File: src/rtl/line_cmd_sched.sv
// Line-command scheduler: queues complete line commands in a small FIFO and
// replays each onto the Bresenham engine's point bus, tracking it to completion.
module line_cmd_sched #(
  parameter int DEPTH    = 4,
  parameter int PTR_W    = 2,
  parameter int START_TO = 3
) (
  input  logic             clk,
  input  logic             rst,
  input  logic             cmd_valid,
  output logic             cmd_ready,
  input  logic [9:0]       cmd_x0,
  input  logic [9:0]       cmd_y0,
  input  logic [9:0]       cmd_x1,
  input  logic [9:0]       cmd_y1,
  input  logic [31:0]      cmd_color,
  input  logic             flush,
  output logic [PTR_W:0]   cmd_count,
  output logic             busy,
  output logic [15:0]      lines_done,
  output logic [7:0]       retries,
  input  logic             LE_ready,
  output logic [9:0]       LE_point,
  output logic [31:0]      LE_color,
  output logic             LE_x0_valid,
  output logic             LE_y0_valid,
  output logic             LE_x1_valid,
  output logic             LE_y1_valid,
  output logic             LE_color_valid,
  output logic             LE_trigger
);

  typedef struct packed {
    logic [9:0]  x0;
    logic [9:0]  y0;
    logic [9:0]  x1;
    logic [9:0]  y1;
    logic [31:0] color;
  } cmd_t;

  typedef enum logic [3:0] {
    S_IDLE, S_LD_X0, S_LD_Y0, S_LD_X1, S_LD_Y1, S_LD_COL,
    S_TRIG, S_WAIT_START, S_WAIT_DONE
  } state_t;

  localparam int             TO_W     = $clog2(START_TO + 1);
  localparam logic [PTR_W:0] FULL_CNT = (PTR_W + 1)'(DEPTH);
  localparam logic [TO_W-1:0] TO_LAST = TO_W'(START_TO - 1);

  cmd_t             mem_q [DEPTH];
  logic [PTR_W-1:0] wr_ptr_q, rd_ptr_q;
  logic [PTR_W:0]   count_q;
  cmd_t             work_q;
  cmd_t             cmd_in;
  state_t           state_q, state_d;
  logic [TO_W-1:0]  to_cnt_q;
  logic [15:0]      lines_q;
  logic [7:0]       retries_q;
  logic             push, pop, to_expired;

  assign cmd_in     = {cmd_x0, cmd_y0, cmd_x1, cmd_y1, cmd_color};
  assign cmd_ready  = (count_q != FULL_CNT) && !rst && !flush;
  assign push       = cmd_valid && cmd_ready;
  // Start a line only when the engine is idle; flush wins over the pop.
  assign pop        = (state_q == S_IDLE) && (count_q != '0) && LE_ready && !flush;
  assign to_expired = (to_cnt_q == TO_LAST);

  assign cmd_count  = count_q;
  assign busy       = (state_q != S_IDLE) || (count_q != '0);
  assign lines_done = lines_q;
  assign retries    = retries_q;

  // NOTE: the storage array has no reset; occupancy is tracked solely by the
  // pointers and count, so stale entries are never observed.
  always_ff @(posedge clk) begin
    if (push) mem_q[wr_ptr_q] <= cmd_in;
  end

  always_ff @(posedge clk) begin
    if (rst || flush) begin
      wr_ptr_q <= '0;
      rd_ptr_q <= '0;
      count_q  <= '0;
    end else begin
      if (push) wr_ptr_q <= wr_ptr_q + 1'b1;
      if (pop)  rd_ptr_q <= rd_ptr_q + 1'b1;
      case ({push, pop})
        2'b10:   count_q <= count_q + 1'b1;
        2'b01:   count_q <= count_q - 1'b1;
        default: count_q <= count_q;
      endcase
    end
  end

  always_ff @(posedge clk) begin
    if (rst)      work_q <= '0;
    else if (pop) work_q <= mem_q[rd_ptr_q];
  end

  always_ff @(posedge clk) begin
    if (rst) state_q <= S_IDLE;
    else     state_q <= state_d;
  end

  always_comb begin
    state_d = state_q;
    case (state_q)
      S_IDLE:       if (pop) state_d = S_LD_X0;
      S_LD_X0:      state_d = S_LD_Y0;
      S_LD_Y0:      state_d = S_LD_X1;
      S_LD_X1:      state_d = S_LD_Y1;
      S_LD_Y1:      state_d = S_LD_COL;
      S_LD_COL:     state_d = S_TRIG;
      S_TRIG:       state_d = S_WAIT_START;
      S_WAIT_START: begin
        if (!LE_ready)       state_d = S_WAIT_DONE;
        else if (to_expired) state_d = S_TRIG;
      end
      S_WAIT_DONE:  if (LE_ready) state_d = S_IDLE;
      default:      state_d = S_IDLE;
    endcase
  end

  // Start timeout restarts on every trigger; retries saturate, lines_done wraps.
  always_ff @(posedge clk) begin
    if (rst) begin
      to_cnt_q  <= '0;
      retries_q <= '0;
      lines_q   <= '0;
    end else begin
      if (state_q == S_TRIG)
        to_cnt_q <= '0;
      else if (state_q == S_WAIT_START && LE_ready && !to_expired)
        to_cnt_q <= to_cnt_q + 1'b1;
      if (state_q == S_WAIT_START && LE_ready && to_expired && retries_q != 8'hFF)
        retries_q <= retries_q + 1'b1;
      if (state_q == S_WAIT_DONE && LE_ready)
        lines_q <= lines_q + 1'b1;
    end
  end

  // NOTE: every output gets a default before the case so no path infers a latch.
  always_comb begin
    LE_point       = '0;
    LE_x0_valid    = 1'b0;
    LE_y0_valid    = 1'b0;
    LE_x1_valid    = 1'b0;
    LE_y1_valid    = 1'b0;
    LE_color_valid = 1'b0;
    LE_trigger     = 1'b0;
    LE_color       = (state_q == S_IDLE) ? '0 : work_q.color;
    case (state_q)
      S_LD_X0:  begin LE_x0_valid = 1'b1; LE_point = work_q.x0; end
      S_LD_Y0:  begin LE_y0_valid = 1'b1; LE_point = work_q.y0; end
      S_LD_X1:  begin LE_x1_valid = 1'b1; LE_point = work_q.x1; end
      S_LD_Y1:  begin LE_y1_valid = 1'b1; LE_point = work_q.y1; end
      S_LD_COL: LE_color_valid = 1'b1;
      S_TRIG:   LE_trigger     = 1'b1;
      default:  ;
    endcase
  end

endmodule

File: config.mk
export PLATFORM = sky130hd
export DESIGN_NAME = line_cmd_sched
export DESIGN_NICKNAME = d
export VERILOG_FILES = /design/src/rtl/line_cmd_sched.sv
export SDC_FILE = /design/constraint.sdc
export NUM_CORES = 1
export LEC_CHECK = 0
export ABC_CLOCK_PERIOD_IN_PS = 3250
export CAP_MARGIN = 40
export CORE_ASPECT_RATIO = 0.8
export CORE_MARGIN = 4
export CORE_UTILIZATION = 51
export DETAILED_ROUTE_END_ITERATION = 7
export GPL_ROUTABILITY_DRIVEN = 0
export GPL_TIMING_DRIVEN = 0
export PLACE_DENSITY = 0.73
export SETUP_SLACK_MARGIN = 0.3
export SLEW_MARGIN = 0
export SYNTH_ARGS = -nofsm -noshare
export SYNTH_HDL_FRONTEND = slang
export SYNTH_SLANG_ARGS = --single-unit
File: constraint.sdc
create_clock -name clk -period 3.25 [get_ports clk]
set_input_delay 0.4875 -clock clk [delete_from_list [all_inputs] [get_ports clk]]
set_output_delay 0.4875 -clock clk [all_outputs]
set_load 0.02 [all_outputs]
# Word-level counts from Yosys, hierarchy flattened
# Memory sizes are Yosys's and may differ from the RTL's. A register that Yosys moved wholly into a read port is not among the register bits.
# Index checks and enable logic that the tools add are counted.
# totals
out_inout_bits	77
ram_bits	288
n_memories	1
in_bits	77
register_bits	37
# op_classes
n_reduce_logical	22
eq_ne	16
mux	16
addsub	7
# mem_list
memory	words	word_bits	read_ports	rd_clocked_by_memory_dff	write_ports	line	rtl
mem_q	4	72	1	1	1	50	cmd_t mem_q [DEPTH];
# op_table
operator	count
one-hot mux 10 bit (4 select lines)	1
one-hot mux 4 bit (9 select lines)	1
2-to-1 mux 32 bit	1
adder 16 x 1 -> 16 bit (second input constant)	1
equality test 4 x 3 -> 1 bit (second input constant)	4
2-to-1 mux 4 bit	4
logical AND 1 bit	11
adder 8 x 1 -> 8 bit (second input constant)	1
equality test 4 x 2 -> 1 bit (second input constant)	2
2-to-1 mux 1 bit	8
inequality test 8 bit (second input constant)	1
adder 2 x 1 -> 2 bit (second input constant)	3
inequality test 3 bit (second input constant)	2
one-hot mux 3 bit (2 select lines)	1
equality test 2 bit (second input constant)	2
equality test 4 x 1 -> 1 bit (second input constant)	1
equality test 4 bit (second input constant)	1
logical NOT 4 bit	1
inequality test 2 bit (second input constant)	2
nonzero test 4 bit	1
adder 3 x 1 -> 3 bit (second input constant)	1
logical NOT 1 bit	3
AND reduction 3 bit	1
nonzero test 3 bit	1
5 further kinds	6

# Longest topological paths before layout
# depth
depth_word	6
mapped_depth	11

# Least setup slack after synthesis
# No wires, ideal clock.
# synth_timing
path_type	input to register
startpoint	input flush
endpoint	memory mem_q[0][0] (netlist bit), enable pin
path_stages	4
setup_time_ns	0.439
slack_ns	-0.418
t_arrival_ns	3.230
n_path_buf	1
cell_sequence	or2_2 > clkbuf_1 > a21oi_1 > and3_1
# synth_between
elab_chain_len	5
# synth_lines
item	line	rtl
start: declaration	17	input logic flush,
logical NOT 1 bit	62	assign cmd_ready = (count_q != FULL_CNT) && !rst && !flush;
logical AND 1 bit	62	
named net cmd_ready	11	output logic cmd_ready,
logical AND 1 bit	63	assign push = cmd_valid && cmd_ready;
2-to-1 mux 1 bit	76	if (push) mem_q[wr_ptr_q] <= cmd_in;
2-to-1 mux 1 bit (not written as such)	76	
end: declaration	50	
# The timed path passes the listed nets, and every way through them passes these cells.

# Worst setup path in the final report
# layout_timing
startpoint	input LE_ready
endpoint	register count_q[2], in the netlist cmd_count[2]
# layout_between
elab_chain_len	4
# layout_lines
item	line	rtl
start: declaration	22	input logic LE_ready,
logical AND 1 bit (*) (2 in series)	65	assign pop = (state_q == S_IDLE) && (count_q != '0) && LE_ready && !flush;
named net pop	59	logic push, pop, to_expired;
equality test 2 x 1 -> 1 bit / equality test 2 bit (equally long branches)	87	case ({push, pop})
one-hot mux 3 bit (2 select lines) / nonzero test 2 bit (equally long branches)	-	
end signal: assignment	88	2'b10: count_q <= count_q + 1'b1;
end signal: assignment	89	2'b01: count_q <= count_q - 1'b1;
end signal: assignment	90	default: count_q <= count_q;
end: declaration	52	logic [PTR_W:0] count_q;
# Mark *: on every way through the listed nets, which the timed path passes. The rest lies on a longest branch.
# A chain may end at the register's enable or synchronous reset.

==> metrics.cfg <==
[outcome]
status = finished clean

[finish]
antenna_cells = 0
most-common-layout-cells = edfxtp_1, nand2_1, clkdlybuf4s50_1
syn2layout_area_growth_pct = 23.2
final_common_cell = edfxtp_1
nets = 1278
drive_gt1_frac = 0.147
final_util = 0.638

[power]
p_leak_nw = 6.36
peakVddDrop_mv = 0.388
power.density_nw_per_um2 = 542

[synth]
syn-num-nets = 1074
netlist_instances = 988
ys_warn_count = 0
mappedNetlistArea_um2 = 15200
seq_area_frac_synth = 0.714
synth_edf_count = 288
post_synth.cell_area_avg_um2 = 15.3
ys_types = 48
async_flop_share = 0
synth-main-ff-cell = edfxtp_1
ys_ff_latch = 397

[floorplanning]
rows = 56
die-area_um2 = 32600
io_pins = 154
die_h_um = 162
initial_utilization = 0.518
coreArea_um2 = 29300
die_w_um = 201

[job]
max_cap_violations = 0

[setup_path]
cp_slowest_stage_delay_ns = 0.56
cp.arrival_ns = 3.35
crit_chain = clkdlybuf4s50_1 -> nor2b_1 -> nand3_4 -> inv_2 -> clkbuf_2 -> ha_1 -> inv_1 -> fa_1 -> xor2_1 -> or3_1 -> a21oi_1
cp-end-kind = register
critical_path_peak_fanout = 10
r2r-start = state_q[3]
worstSetupPathType = in2reg
r2r_slack_ns = 0.41
cp_slowest_cell = clkdlybuf4s50_1
reg2reg_depth = 11
r2r_end = cmd_count[2]
crit_path_start_kind = input port
cp.required_ns = 3.69

[clock_tree]
numCtsBuffers = 40
cts-root-buf = clkbuf_16
cts_tree = yes
insertion_delay_ns = 0.52
clock_path_buffers = 3
numClockSinks = 397
h-tree-depth = 2
cts.reportedPaths.clkPinSlew_ns = 0.06

[route]
avgRoutedWirePerCell_um = 20.2
drc = 0
drtIter0Drc = 480
drt-pass1-iter-count = 5
ant_nets = 0
finalWirelength_um = 32300
viasPerCell = 5.54
via_count = 8863

[worst_hold_path]
hold_path.class = reg2reg
holdPathEnd = work_q[7]
holdPathStages = 2
min-delay-start = work_q[7]

[place]
dp_hpwl_um = 21000
port-buffer-count = 153
dpl_worst_slack_ns = -0.444

[timing]
min_period_over_period = 0.894
layout_min_cycle_time_ns = 2.90
hold_viol = 0
fmax_ghz = 0.344
worst_pin_slew_ns = 0.787
setup_viol = 0
rsz0062_at_grt = yes
report.final.slew_viol_count = 0
fin_skew_ns = 0.0133
slew_headroom = 0.475
worst_slack_ns = 0.345

[grt]
antenna_found_initial = 2
grt_use_total = 0.197
grt_max_degree = 55
grt_pass1_vias = 8963
grt_pass1_wl_um = 50600
globalRoute.totalOverflow = 0

-- registers in the layout, indices dropped and copies added, names as in the netlist --
name / flops
rd_ptr_q: 2
wr_ptr_q: 2
lines_done: 16
state_q: 4
to_cnt_q: 2
retries: 8
cmd_count: 3
work_q: 72
mem_q: 288
-- critical path, delay by kind of cell --
| family | cells | cell delay (ns) |
|---|---|---|
| AOI/OAI and AO/OA | 1 | 0.14 |
| xor gates and xnor gates | 1 | 0.16 |
| adders and majority gates | 2 | 0.61 |
| buffers and inverters | 4 | 1.04 |
| and+or+nand+nor | 3 | 0.90 |
-- synth_stat cells, drive strengths merged, types with 7 or more instances --
library cell / n / area (um2)
ha: 8 / 100
xor2: 7 / 61.3
clkbuf: 38 / 143
nor2b: 33 / 206
a21oi: 89 / 445
a22oi: 20 / 150
nand2: 165 / 619
inv: 14 / 52.6
edfxtp: 288 / 8650
nor2: 25 / 93.8
nand3: 13 / 70.1
dfxtp: 109 / 2180
or3: 9 / 56.3
buf: 19 / 110
o21ai: 10 / 50.1
xnor2: 7 / 61.3
nor3: 11 / 55.1
and3: 8 / 50.1
mux4: 72 / 1620
-- per-layer routing --
layer  track usage  part of all wire  up-vias
met5             0            0.0011        -
met4        0.0400             0.015        4
met3        0.0373             0.057       45
met2         0.319              0.48      236
met1         0.286              0.45     4431
li1              -                 -     4147
-- area by class of cell --
class,instances,area [um2]
Buffer,57,273
Clock buffer,60,1180
Clock inverter,14,88.8
Fill cell,2151,10600
Inverter,14,52.6
Multi-Input combinational cell,520,4070
Sequential cell,397,10800
Tap cell,377,472
Timing Repair Buffer,162,1710
-- worst max path at each step --
| stage | slack [ns] | start | endpoint | depth (start not counted) |
|---|---|---|---|---|
| after CTS | 0.25 | state_q[3] | cmd_count[2] | 11 |
| after detailed placement | -0.44 | state_q[3] | cmd_count[2] | 11 |
| after global placement | -0.59 | flush | mem_q[1][26] | 5 |
| after global routing | 0.22 | LE_ready | cmd_count[2] | 11 |
| after floorplan | 0.38 | flush | mem_q[0][0] | 4 |
| final | 0.35 | LE_ready | cmd_count[2] | 11 |
-- through the flow --
step | power, mW | instances | hold WS (ns) | cell area, um2 | TNS, ns
after detailed placement | 5.86 | 1524 | 0.442 | 17300 | -0.638
after CTS | 10.2 | 1601 | 0.450 | 18600 | 0
after floorplan | 5.68 | 988 | 0.432 | 15200 | 0
after global routing | 10.5 | 1601 | 0.468 | 18700 | 0
after global placement | 5.85 | 1518 | 0.437 | 17200 | -166.26
final | 10.1 | 1601 | 0.446 | 18700 | 0
-- power by group --
part | switching [mW] | internal [mW]
clock | 1.84 | 2.52
combinational | 0.146 | 0.134
sequential | 0.0109 | 5.46
total | 1.99 | 8.12
-- kinds of logic (layout without fill, tap and decap cells) --
group / Yosys count / after routing / share of synthesized area
and+or+nand+nor: 293 / 293 / 0.0929
DFF: 397 / 397 / 0.714
xor gates and xnor gates: 14 / 14 / 0.00809
buffers and inverters: 71 / 307 / 0.0201
muxes: 72 / 72 / 0.107
adders and majority gates: 9 / 9 / 0.00792
AOI/OAI and AO/OA: 132 / 132 / 0.0495
-- what timing repair did --
action / 4_1_cts / 5_1_grt
setup buffers: 3 / 0
resized for setup: 36 / 25
setup endpoints to repair: 49 / 26
pin swaps: 1 / 2
hold buffers: 0 / 0
(Power assumes the default switching activity.)
